## config.mk

```make
export PLATFORM = sky130hd
export DESIGN_NAME = ps2_letter_decoder
export DESIGN_NICKNAME = d
export VERILOG_FILES = /design/src/rtl/ps2_letter_decoder.sv
export SDC_FILE = /design/constraint.sdc
export NUM_CORES = 1
export LEC_CHECK = 0
export CORE_ASPECT_RATIO = 0.75
export CORE_MARGIN = 1
export CORE_UTILIZATION = 56
export DETAILED_ROUTE_END_ITERATION = 6
export PLACE_DENSITY_LB_ADDON = 0.2
export REMOVE_ABC_BUFFERS = 1
export SLEW_MARGIN = 20
export SYNTH_ARGS = -nofsm -noshare
export SYNTH_HDL_FRONTEND = slang
export SYNTH_SLANG_ARGS = --single-unit
```

## constraint.sdc

```tcl
create_clock -name CLOCK_50 -period 2.97 [get_ports CLOCK_50]
set_input_delay 0.297 -clock CLOCK_50 [delete_from_list [all_inputs] [get_ports CLOCK_50]]
set_output_delay 0.297 -clock CLOCK_50 [all_outputs]
set_load 0.005 [all_outputs]
```

## src/rtl/ps2_letter_decoder.sv

```systemverilog
// PS/2 set-2 byte stream to one-hot letter strobes, with break/extended prefix handling
// and typematic repeat suppression. Optional 7-seg display of the last raw byte: DECODER_HEX_EN.
module ps2_letter_decoder #(
  parameter int PREFIX_TIMEOUT = 1_000_000,
  parameter bit REPEAT_FILTER  = 1'b1
) (
  input  logic        CLOCK_50,
  input  logic        reset,
  input  logic [7:0]  scan_code,
  input  logic        scan_ready,
  output logic        read,
  output logic [25:0] letter_onehot,
  output logic [4:0]  letter_index,
  output logic        letter_valid,
  output logic        key_held
`ifdef DECODER_HEX_EN
  ,
  output logic [6:0]  HEX0,
  output logic [6:0]  HEX1
`endif
);

  localparam int TW = $clog2(PREFIX_TIMEOUT + 1);
  localparam logic [TW-1:0] TIMER_LAST = TW'(PREFIX_TIMEOUT - 1);

  typedef enum logic [1:0] {
    IDLE    = 2'd0,
    BRK     = 2'd1,
    EXT     = 2'd2,
    EXT_BRK = 2'd3
  } state_t;

  state_t        state;
  logic [TW-1:0] timer;
  logic          sr_q;
  logic          accept;
  logic          hit;
  logic [4:0]    code_idx;
  logic          is_repeat;
  logic          timed_out;

  // Set-2 make code to letter position; msb flags a letter.
  function automatic logic [5:0] letter_lookup(input logic [7:0] code);
    case (code)
      8'h1C: letter_lookup = {1'b1, 5'd0};
      8'h32: letter_lookup = {1'b1, 5'd1};
      8'h21: letter_lookup = {1'b1, 5'd2};
      8'h23: letter_lookup = {1'b1, 5'd3};
      8'h24: letter_lookup = {1'b1, 5'd4};
      8'h2B: letter_lookup = {1'b1, 5'd5};
      8'h34: letter_lookup = {1'b1, 5'd6};
      8'h33: letter_lookup = {1'b1, 5'd7};
      8'h43: letter_lookup = {1'b1, 5'd8};
      8'h3B: letter_lookup = {1'b1, 5'd9};
      8'h42: letter_lookup = {1'b1, 5'd10};
      8'h4B: letter_lookup = {1'b1, 5'd11};
      8'h3A: letter_lookup = {1'b1, 5'd12};
      8'h31: letter_lookup = {1'b1, 5'd13};
      8'h44: letter_lookup = {1'b1, 5'd14};
      8'h4D: letter_lookup = {1'b1, 5'd15};
      8'h15: letter_lookup = {1'b1, 5'd16};
      8'h2D: letter_lookup = {1'b1, 5'd17};
      8'h1B: letter_lookup = {1'b1, 5'd18};
      8'h2C: letter_lookup = {1'b1, 5'd19};
      8'h3C: letter_lookup = {1'b1, 5'd20};
      8'h2A: letter_lookup = {1'b1, 5'd21};
      8'h1D: letter_lookup = {1'b1, 5'd22};
      8'h22: letter_lookup = {1'b1, 5'd23};
      8'h35: letter_lookup = {1'b1, 5'd24};
      8'h1A: letter_lookup = {1'b1, 5'd25};
      default: letter_lookup = {1'b0, 5'd0};
    endcase
  endfunction

`ifdef DECODER_HEX_EN
  // Active-low segment pattern {g,f,e,d,c,b,a} for one hex digit.
  function automatic logic [6:0] seg7(input logic [3:0] n);
    case (n)
      4'h0: seg7 = 7'b1000000;
      4'h1: seg7 = 7'b1111001;
      4'h2: seg7 = 7'b0100100;
      4'h3: seg7 = 7'b0110000;
      4'h4: seg7 = 7'b0011001;
      4'h5: seg7 = 7'b0010010;
      4'h6: seg7 = 7'b0000010;
      4'h7: seg7 = 7'b1111000;
      4'h8: seg7 = 7'b0000000;
      4'h9: seg7 = 7'b0010000;
      4'hA: seg7 = 7'b0001000;
      4'hB: seg7 = 7'b0000011;
      4'hC: seg7 = 7'b1000110;
      4'hD: seg7 = 7'b0100001;
      4'hE: seg7 = 7'b0000110;
      4'hF: seg7 = 7'b0001110;
      default: seg7 = 7'b1111111;
    endcase
  endfunction
`endif

  // Rising edge of scan_ready accepts a byte; decode flags for the current byte.
  always_comb begin
    accept                = scan_ready & ~sr_q;
    {hit, code_idx}       = letter_lookup(scan_code);
    is_repeat             = (REPEAT_FILTER == 1'b1) && key_held && (code_idx == letter_index);
    timed_out             = (state != IDLE) && (timer == TIMER_LAST);
  end

  // Prefix FSM, prefix timer and all registered outputs.
  always_ff @(posedge CLOCK_50 or posedge reset) begin
    if (reset) begin
      state         <= IDLE;
      timer         <= '0;
      sr_q          <= 1'b0;
      read          <= 1'b0;
      letter_onehot <= 26'd0;
      letter_index  <= 5'd0;
      letter_valid  <= 1'b0;
      key_held      <= 1'b0;
`ifdef DECODER_HEX_EN
      HEX0          <= 7'b1000000;
      HEX1          <= 7'b1000000;
`endif
    end else begin
      sr_q         <= scan_ready;
      read         <= accept;
      letter_valid <= 1'b0;
      if (accept) begin
        // A byte always restarts the timer; only prefix states look at it.
        timer <= '0;
`ifdef DECODER_HEX_EN
        HEX0  <= seg7(scan_code[3:0]);
        HEX1  <= seg7(scan_code[7:4]);
`endif
        case (state)
          IDLE: begin
            if (scan_code == 8'hF0) begin
              state <= BRK;
            end else if (scan_code == 8'hE0) begin
              state <= EXT;
            end else if (hit && !is_repeat) begin
              letter_onehot <= 26'd1 << code_idx;
              letter_index  <= code_idx;
              letter_valid  <= 1'b1;
              key_held      <= 1'b1;
            end else begin
              state <= IDLE;
            end
          end
          BRK: begin
            if (scan_code == 8'hF0) begin
              state <= BRK;
            end else begin
              if (hit && key_held && (code_idx == letter_index)) begin
                key_held <= 1'b0;
              end
              state <= IDLE;
            end
          end
          EXT: begin
            if (scan_code == 8'hF0) begin
              state <= EXT_BRK;
            end else begin
              state <= IDLE;
            end
          end
          EXT_BRK: state <= IDLE;
          default: state <= IDLE;
        endcase
      end else if (timed_out) begin
        state <= IDLE;
      end else if ((state != IDLE) && (timer != TIMER_LAST)) begin
        timer <= timer + TW'(1);
      end else begin
        timer <= timer;
      end
    end
  end

endmodule

```

==> impl_metrics.csv <==
group,metric,value,unit
yosys,yosysMostFrequentCell,"dfrtp_1",
timing,tightest_slew,641.9,ps
worst_setup_path,required,3200,ps
final_layout,stdcell_count,525,
clock_network,max-clock-path-buffers,2,
yosys,synth_xor_area_share,5.278,%
clock_network,htreeDepth,3,
yosys,synth_top_family_by_area,"simple AND/OR/NAND/NOR gates",
worst_hold_path,hp-class,"in2async",
worst_setup_path,crit_buf_inv,2,
worst_setup_path,reg2reg_slack,450,ps
grt,grt_pass1_wl,14460,um
clock_network,cts.sinks,57,
yosys,synth_area_per_cell,10.01,sq um
clock_network,path_clk_slew,70,ps
clock_network,root_buffer,"clkbuf_8",
floorplan,die_w,93.09,um
pwr,total_power,1.971,mW
final_layout,num_antenna_cells,0,
timing,period_minus_slack,2961,ps
timing,fmax,0.3377,GHz
timing,finalWorstSetupSlack,8.794,ps
yosys,yosys_warnings,0,
worst_setup_path,r2r-start,"letter_index[4]",
route,drt-total-wl,9323,um
timing,finalHoldViolCount,0,
floorplan,start_util,58.90,%
final_layout,nNetsFinal,455,
floorplan,rows,24,
yosys,synthArstFlopShare,100.0,%
timing,setup_violations,0,
worst_setup_path,critical_path.slowest_cell,"clkdlybuf4s50_1",
yosys,synthMuxAreaShare,13.25,%
floorplan,die-area,6545,sq um
worst_setup_path,start_kind,"input port",
yosys,synth_top_area_share,40.93,%
placed_design,placedCellCount,504,
route,route.detailed.drc,0,
yosys,synth_compound_area_share,14.15,%
timing,finClkSkew,9.433,ps
grt,grt_overflow,0,
final_layout,drive_gt1_share,26.40,%
yosys,ys_top_cells_by_area,"dfrtp_1 (41%), mux2_4 (12%), nor2_1 (5.4%), xor2_1 (3.0%), nand2_1 (2.4%)",
floorplan,ioPinCount,45,
yosys,netlist_area,3485,sq um
clock_network,cts_buffers,9,
yosys,ys.flop_type,"dfrtp_1",
grt,grt_start_max_net_pins,33,
job,cap_viol_max_count,0,
worst_setup_path,path_max_fanout,8,
worst_setup_path,rr_endpoint,"letter_index[4]",
yosys,synth_edf_count,0,
timing,finalCritPeriodShare,99.70,%
route,antenna_left,0,
placed_design,gp_congestion,0.9345,
yosys,ys_ff_latch,57,
clock_network,clk_latency,350,ps
route,drt_iter0_markers,261,
route,routed_via_density,5.916,
worst_setup_path,crit_family,"compound AO/OA/AOI/OAI gates",
route,num_vias,3106,
placed_design,portBuffers,44,
grt,track_usage,29.25,%
yosys,synthesis.instances,348,
worst_setup_path,crit_type,"in2reg",
worst_setup_path,endpoint_kind,"flip-flop",
grt,grt_pass1_vias,2855,
final_layout,syn_to_final_growth,31.35,%
worst_setup_path,reg2reg_depth,8,
floorplan,core_area,5916,sq um
outcome,outcome,"completed",
route,dr.pass1.iters,6,
placed_design,pre_cts_slack,-347.0,ps
clock_network,tritoncts,"yes",
route,wl_per_cell,17.76,um
floorplan,chipHeight,70.32,um
yosys,synth_adder_area_share,0.7181,%
worst_setup_path,crit_chain,"clkdlybuf4s50_1 -> ha_1 -> nor2b_2 -> o21ai_1 -> a221o_1 -> a211o_1 -> a2111o_1 -> a31oi_4 -> clkbuf_16 -> mux2i_1",
worst_setup_path,cp_slowest_stage_delay,430,ps
pwr,powerDensity,430.7,nW/um^2
yosys,synthSimpleGateAreaFrac,20.61,%
yosys,ys_types,65,
timing,tns,0,ps
timing,relSlewSlack,57.15,%
placed_design,dp_hpwl,6678,um
pwr,irDropWorstVdd,288.8,uV
worst_setup_path,worstPathArrival,3190,ps
yosys,synth_top_area_cell,"dfrtp_1",
worst_setup_path,path_depth,10,
timing,slew_violations,0,
worst_setup_path,worstSetupStartpoint,"scan_code[1]",
worst_setup_path,crit_end,"letter_index[4]",
yosys,synth_common_cells,"dfrtp_1 (57), nor2_1 (50), mux2_4 (28), nand2_1 (22), inv_1 (13)",
grt,antenna_found_initial,0,
yosys,synth-seq-area-share,40.93,%
pwr,leakage,2.051,nW
==> what timing repair did <==
item,4_1_cts,5_1_grt
setup buffers,0,2
hold buffers,0,0
endpoints found under the setup margin,0,29
resized for setup,0,5
==> area by class of cell <==
cell class                 instances  area [sq um]
clock inverter                     6         42.54
timing repair buffer             103         939.7
multi-input combinational        258          1884
tap                               78         97.59
inverter                          13         48.80
clock buffer                      10         137.6
sequential                        57          1426
fill                             405          1339
==> stage by stage <==
stage | cell area, sq um | hold WS, ps | utilization [%]
floorplan | 3357 | 328.4 | -
global placement | 4313 | 498.6 | 72.91
detailed placement | 4313 | 498.3 | 72.91
CTS | 4493 | 375.3 | 75.95
global route | 4577 | 406.9 | 77.37
finish | 4577 | 355.8 | 77.37
==> cell usage in the layout (no fill, tap or decap), drive strengths merged, types with 4 or more instances in the layout <==
master / count
a211oi: 4
a31oi: 4
or3: 6
nand2b: 5
clkdlybuf4s50: 42
a21oi: 12
and3: 5
mux2: 29
o21ai: 12
inv: 14
dfrtp: 57
nor2b: 6
buf: 57
xor2: 12
a211o: 4
nand2: 22
nor3: 5
nand4: 7
clkbuf: 12
or2: 4
nor2: 50
nand3: 12
xnor2: 9
==> kinds of logic (layout without fill, tap and decap cells) <==
kind of cell	count (synthesis)	count (layout)
XOR/XNOR	21	21
AND/OR/NAND/NOR	140	140
AO/OA/AOI/OAI	63	63
flip-flops	57	57
buffers and inverters	33	132
multiplexers	32	32
adder cells (fa/ha/maj)	2	2
==> state kept, by name, summed over array words and instances, names as in the netlist <==
name / flops
sr_q: 1
letter_valid: 1
timer: 20
state: 2
read: 1
key_held: 1
letter_index: 5
letter_onehot: 26
==> worst min-delay path by stage <==
stage                      startpoint                end  slack, ps
global route                    reset   letter_onehot[6]        410
finish                          reset   letter_onehot[6]        360
global placement    letter_onehot[18]  letter_onehot[18]        500
CTS                             reset   letter_onehot[6]        380
floorplan                  scan_ready               sr_q        330
detailed placement   letter_onehot[4]   letter_onehot[4]        500
==> report_power, final <==
group | internal (mW) | switching (mW) | total [mW]
Sequential | 0.817 | 0.0418 | 0.859
Combinational | 0.249 | 0.210 | 0.459
Clock | 0.326 | 0.328 | 0.654
Total | 1.39 | 0.580 | 1.97
==> layer usage <==
metal	global-route usage (%)	vias up	part of all wire [%]
li1	-	1442	-
met1	41.35	1521	45
met2	43.30	130	46
met3	9.477	13	8.0
met4	7.692	0	1.2
met5	0	-	0
Power figures use the tool's default switching activity.
